<file path="config.mk">
export PLATFORM = sky130hd
export DESIGN_NAME = shift_seq_unit
export DESIGN_NICKNAME = d
export VERILOG_FILES = /design/src/rtl/shift_seq_unit.sv
export SDC_FILE = /design/constraint.sdc
export NUM_CORES = 1
export LEC_CHECK = 0
export CAP_MARGIN = 5
export CORE_UTILIZATION = 45
export DETAILED_ROUTE_END_ITERATION = 8
export MAX_ROUTING_LAYER = met4
export PLACE_DENSITY = 0.75
export SYNTH_ARGS = -nofsm -noshare
export SYNTH_HDL_FRONTEND = slang
export SYNTH_SLANG_ARGS = --single-unit
</file>
<file path="constraint.sdc">
create_clock -name clk -period 1.6 [get_ports clk]
set_clock_uncertainty 0.15 [all_clocks]
set_input_delay 0.16 -clock clk [delete_from_list [all_inputs] [get_ports clk]]
set_output_delay 0.16 -clock clk [all_outputs]
set_load 0.005 [all_outputs]
</file>
<file path="src/rtl/shift_seq_unit.sv">
// Sequential shifter: one bit position per clock in LSL/LSR/ASR/ROL mode,
// with start/busy/done handshake and a registered carry of the last bit out.
module shift_seq_unit #(
  parameter int WIDTH = 4,
  parameter int AW    = $clog2(WIDTH) + 1
) (
  input  logic             clk,
  input  logic             rst_n,
  input  logic             start,
  input  logic [WIDTH-1:0] a,
  input  logic [AW-1:0]    amt,
  input  logic [1:0]       mode,
  output logic [WIDTH-1:0] y,
  output logic             carry,
  output logic             busy,
  output logic             done
);

  typedef enum logic [1:0] {IDLE, SHIFT, DONE} state_t;

  localparam logic [1:0] M_LSL = 2'b00;
  localparam logic [1:0] M_LSR = 2'b01;
  localparam logic [1:0] M_ASR = 2'b10;

  state_t           state_q;
  logic [WIDTH-1:0] sr_q;
  logic [AW-1:0]    cnt_q;
  logic [1:0]       m_q;
  logic             c_q;
  logic [WIDTH-1:0] y_q;
  logic             carry_q;
  logic             busy_q;
  logic             done_q;

  logic [WIDTH:0]   step_d;
  logic [AW-1:0]    cnt_d;

  // Returns {bit shifted out, shifted word} for a single-position step.
  function automatic logic [WIDTH:0] shift_step(input logic [1:0] md,
                                                input logic [WIDTH-1:0] v);
    case (md)
      M_LSL:   return {v[WIDTH-1], v[WIDTH-2:0], 1'b0};
      M_LSR:   return {v[0], 1'b0, v[WIDTH-1:1]};
      M_ASR:   return {v[0], v[WIDTH-1], v[WIDTH-1:1]};
      default: return {v[WIDTH-1], v[WIDTH-2:0], v[WIDTH-1]};
    endcase
  endfunction

  assign step_d = shift_step(m_q, sr_q);
  assign cnt_d  = cnt_q - AW'(1);

  always_ff @(posedge clk or negedge rst_n) begin
    if (!rst_n) begin
      state_q <= IDLE;
      sr_q    <= '0;
      cnt_q   <= '0;
      m_q     <= '0;
      c_q     <= 1'b0;
      y_q     <= '0;
      carry_q <= 1'b0;
      busy_q  <= 1'b0;
      done_q  <= 1'b0;
    end else begin
      case (state_q)
        IDLE, DONE: begin
          done_q <= 1'b0;
          if (start) begin
            sr_q  <= a;
            cnt_q <= amt;
            m_q   <= mode;
            c_q   <= 1'b0;
            // A zero amount completes at once with the operand unchanged.
            if (amt == '0) begin
              y_q     <= a;
              carry_q <= 1'b0;
              done_q  <= 1'b1;
              state_q <= DONE;
            end else begin
              busy_q  <= 1'b1;
              state_q <= SHIFT;
            end
          end else begin
            state_q <= IDLE;
          end
        end
        SHIFT: begin
          sr_q  <= step_d[WIDTH-1:0];
          c_q   <= step_d[WIDTH];
          cnt_q <= cnt_d;
          if (cnt_q == AW'(1)) begin
            y_q     <= step_d[WIDTH-1:0];
            carry_q <= step_d[WIDTH];
            busy_q  <= 1'b0;
            done_q  <= 1'b1;
            state_q <= DONE;
          end
        end
        default: begin
          busy_q  <= 1'b0;
          done_q  <= 1'b0;
          state_q <= IDLE;
        end
      endcase
    end
  end

  assign y     = y_q;
  assign carry = carry_q;
  assign busy  = busy_q;
  assign done  = done_q;

endmodule

</file>
After elaboration in Yosys (flattened, before gate mapping)
Index checks and enable logic that the tools add are counted.
W data, S select, Z words.
{"block": "word_totals", "wordCells": 52, "in_bits": 12, "ff_bits": 18, "output_inout_bits": 7}
{"block": "classes", "n_eq_ne": 9, "n_reduce_logical": 9, "mux": 25, "n_addsub": 1}
{"operator": "$mux W4", "count": 4}
{"operator": "$pmux W4 S2", "count": 2}
{"operator": "$pmux W5 S3", "count": 1}
{"operator": "$mux W1", "count": 9}
{"operator": "$ne A2 B2 Y1 const B", "count": 4}
{"operator": "$mux W2", "count": 3}
{"operator": "$pmux W1 S2", "count": 3}
{"operator": "$pmux W3 S2", "count": 1}
{"operator": "$eq A2 B1 Y1 const B", "count": 2}
{"operator": "$eq A2 B2 Y1 const B", "count": 2}
{"operator": "$logic_not A2 Y1", "count": 2}
{"operator": "$pmux W2 S2", "count": 1}
{"operator": "$reduce_and A2 Y1", "count": 2}
{"operator": "$reduce_and A4 Y1", "count": 1}
{"operator": "$eq A3 B1 Y1 const B", "count": 1}
{"operator": "$logic_not A3 Y1", "count": 1}
{"operator": "$mux W3", "count": 1}
{"operator": "$reduce_and A3 Y1", "count": 1}
{"operator": "$sub A3 B1 Y3 const B", "count": 1}
{"operator": "$reduce_bool A2 Y1", "count": 1}
{"operator": "$reduce_or A2 Y1", "count": 1}

Longest topological paths before layout
{"block": "depth", "word_depth": 4, "depth_mapped": 5, "mapped_depth_nobuf": 5}

Least setup slack after synthesis
OpenSTA, ideal clock, no wires.
{"block": "synth_path", "kind": "reg-to-reg", "start": "reg m_q[1]", "end": "reg y_q[1], in the netlist y[1]", "setup_slack_ps": 75, "stages_incl_launch_ff": 4, "period_less_slack_ps": 1525, "setup_time_ps": 95, "n_path_buf": 0, "arrival_ps": 1279, "required_ps": 1355, "cell_sequence": "dfrtp_1 -> xnor2_1 -> mux2_2 -> o31ai_1"}
{"block": "synth_via", "elab_chain_cells": 4, "word_cells_on_any_way": 6, "cone_classes": "eq/ne (2); mux (3); reduce/logical (1)"}
{"item": "start, declared", "line_no": "28", "source": "logic [1:0] m_q;"}
{"item": "start signal, assigned", "line_no": "70", "source": "m_q <= mode;"}
{"item": "$eq A2 B2 Y1 (tied with other cells)", "line_no": "41", "source": "case (md)"}
{"item": "$pmux W5 S3 (*)", "line_no": "41"}
{"item": "$mux W4 (*)", "line_no": "90", "source": "if (cnt_q == AW'(1)) begin"}
{"item": "$pmux W4 S2 (*)", "line_no": "64", "source": "case (state_q)"}
{"item": "end signal, assigned", "line_no": "91", "source": "y_q <= step_d[WIDTH-1:0];"}
{"item": "end, declared", "line_no": "30", "source": "logic [WIDTH-1:0] y_q;"}
Every way passes the cells marked *; elsewhere a longest branch is shown, timed or not. The select of a mux whose other input is x is not followed.
A chain may end at the register's enable or synchronous reset.

Final worst setup path
{"block": "layout_path", "start": "reg m_q[0]", "end": "reg y_q[1], in the netlist y[1]"}
Same word-level chain as after synthesis.

==> run metrics <==
# IOs 19; final setup fails 0; final slew viol count 0; Setup CP Type reg2reg; Synth Instances 99; routed len/inst 14.4 um; RSZ-0062 raised after global routing true; startpoint types flop; antenna violations before repair 0; first-pass iteration count of the detailed router 4; Vias 851; Die H 48.5 um; pin count of the biggest net entering global routing 18; status finished clean; biggest area consumer among synthesized cells dfrtp_1; grt total ovfl 0; setup slack after layout 78.0 ps; Pwr Density 1940 nW/um^2; Switching Share 39.1%; largest family of logic cells by synthesized area simple AND/OR/NAND/NOR gates; Worst-Margin Slew 300 ps; fin nets 146; die area 2360 sq um; worst r2r src m_q[0]$_DFFE_PN0P_; relative slew slack 80.0%; Comb power frac 56.7%; syn_nets 113; most frequent cells in the layout clkdlybuf4s50_1 (17), dfrtp_1 (16), buf_4 (14); Chip Width 48.5 um; Detail Route Antenna Nets 0; number of remaining DRC errors 0; Worst Setup SP m_q[0]$_DFFE_PN0P_; H-tree lvl count 1; CP arrival 1580 ps; xor and xnor area share after synthesis 2.70%; Max VDD drop 0.00119 V; simple-gate area share of the yosys netlist 19.9%; Clock Path Buffers 2; IO buf count 18; clk_lat worst skew 300 ps; syn avg cell area 9.85 sq um; Sequential Power Share 34.1%; flop and latch count out of synthesis 17; WL final 2.28 mm; MaxCap Viol Count 0; CTS tree yes; gpl congestion 0.762; Synth top area share 43.6%; fmax 657 MHz; Int Pwr 0.00157 W; DP Wirelength 1.67 mm; fin crit period 1520 ps; multiplexer share of the synthesized area 8.86%; YS warnings 0; Synth Area in Compound Gates 18.2%; Post-Place Worst Slack -151 ps; GRT Total Usage 22.7%; leading cell type in the layout, fill and taps excluded clkdlybuf4s50_1; HP Class in2async; sequential share of the synthesized area 43.6%; Num CTS Buffers 3; final hold vios 0; Tot Pwr 0.00257 W; first-pass GRT wire length 4.01 mm; Net Switching 0.00101 W; number of diodes 0; Clock power frac 9.2%; drt first-iter violations 17; Root Driver clkbuf_4; top cells by area, synth dfrtp_1 (44%), mux2_2 (5.8%), nand2_1 (4.2%); Worst Path Max Fanout 5; Clock transition at path regs 100 ps; proportion of layout cells with a drive suffix above 1 22.9%; vias in the first global route 883; mapped cell area 975 sq um; Via density 5.39; CTS sink cnt 17; Final period util 95.1%; Finished Core Util 66.2%; row cnt 16; core area 2000 sq um; Syn-to-layout area delta 35.9%; adder-cell share of the synthesized area 2.57%; Worst Setup End Kind flop; initial core utilization 48.7%; leakage 0.579 nW; Worst EP required 1660 ps; synth unique cells 27
## synth_stat cells (all sizes together)
library cell / count
o21ai: 4
nand3b: 2
nand2: 11
nor2: 5
o21a: 1
or3: 1
inv: 3
xnor2: 2
ha: 2
nand4bb: 1
mux2: 5
dfrtp: 17
o211ai: 5
clkbuf: 2
a221oi: 2
buf: 3
nand2b: 3
nor2b: 6
a31oi: 2
a21oi: 6
a211oi: 2
nand3: 2
o31ai: 4
nor3b: 4
xor2: 1
mux2i: 3
## what timing repair did
item	4_1_cts	5_1_grt
gates resized for setup	4	4
buffers inserted	1	0
cloned	0	0
hold buffers	0	0
endpoints found under the setup margin	3	6
## final cells by class
type,instances,area [sq um]
Inverter,3,11.3
Timing Repair Buffer,33,295
Tap cell,27,33.8
Fill cell,163,677
Sequential cell,17,427
Clock buffer,4,26.3
Multi-Input combinational cell,74,532
## logic make-up (layout without fill, tap and decap cells)
group,after synthesis,count (layout)
AOI/OAI and AO/OA,26,26
and+or+nand+nor,35,35
DFF,17,17
adders and majority gates,2,2
xor gates and xnor gates,3,3
buffers and inverters,8,40
muxes,8,8
## sequential cells by signal, summed over array words and instances, names as in the netlist
name,cells
state_q,1
carry,1
cnt_q,3
done,1
busy,1
m_q,2
y,4
sr_q,4
## power by group through the flow
stage               clock, W  sequential, W  combinational, W
finish              0.000238       0.000876           0.00146
CTS                 0.000244       0.000863           0.00142
global route        0.000275       0.000903           0.00162
global placement           0       0.000851           0.00133
floorplan                  0       0.000822          0.000850
detailed placement         0       0.000864           0.00136
## per-stage QoR
step	hold slack, ps	instance area [sq um]	setup TNS [ps]	instances
finish	21.1	1330	0	158
global placement	357	1260	-456	153
floorplan	-286	975	0	99
CTS	38.5	1320	0	158
detailed placement	363	1260	-618	153
global route	30.1	1330	-12.8	158
## final timing paths
check	cells after the start	end	slack [ps]
worst max-delay path	3	y[1]$_DFFE_PN0P_	80
worst min-delay path	2	state_q[0]$_DFFE_PN0P_	20
worst max register to register	3	y[1]$_DFFE_PN0P_	80
worst min register to register	2	carry$_DFFE_PN0P_	390
max in group asynchronous	2	m_q[0]$_DFFE_PN0P_	1070
min in group clk	3	m_q[1]$_DFFE_PN0P_	230
## critical path, stage by stage, from the launching register on
cell and delay [ps]:
dfrtp_2 460, xnor2_2 210, mux2_2 380, o31ai_1 240
## per-layer routing
| layer | share of wire (%) | vias to the layer above | GRT usage [%] |
|---|---|---|---|
| met5 | 0 | - | - |
| met4 | 1.3 | 0 | 7.84 |
| met3 | 3.1 | 4 | 3.46 |
| met2 | 49 | 17 | 37.8 |
| met1 | 47 | 410 | 28.3 |
| li1 | - | 420 | - |
No activity file was read; power rests on OpenSTA's default activity.
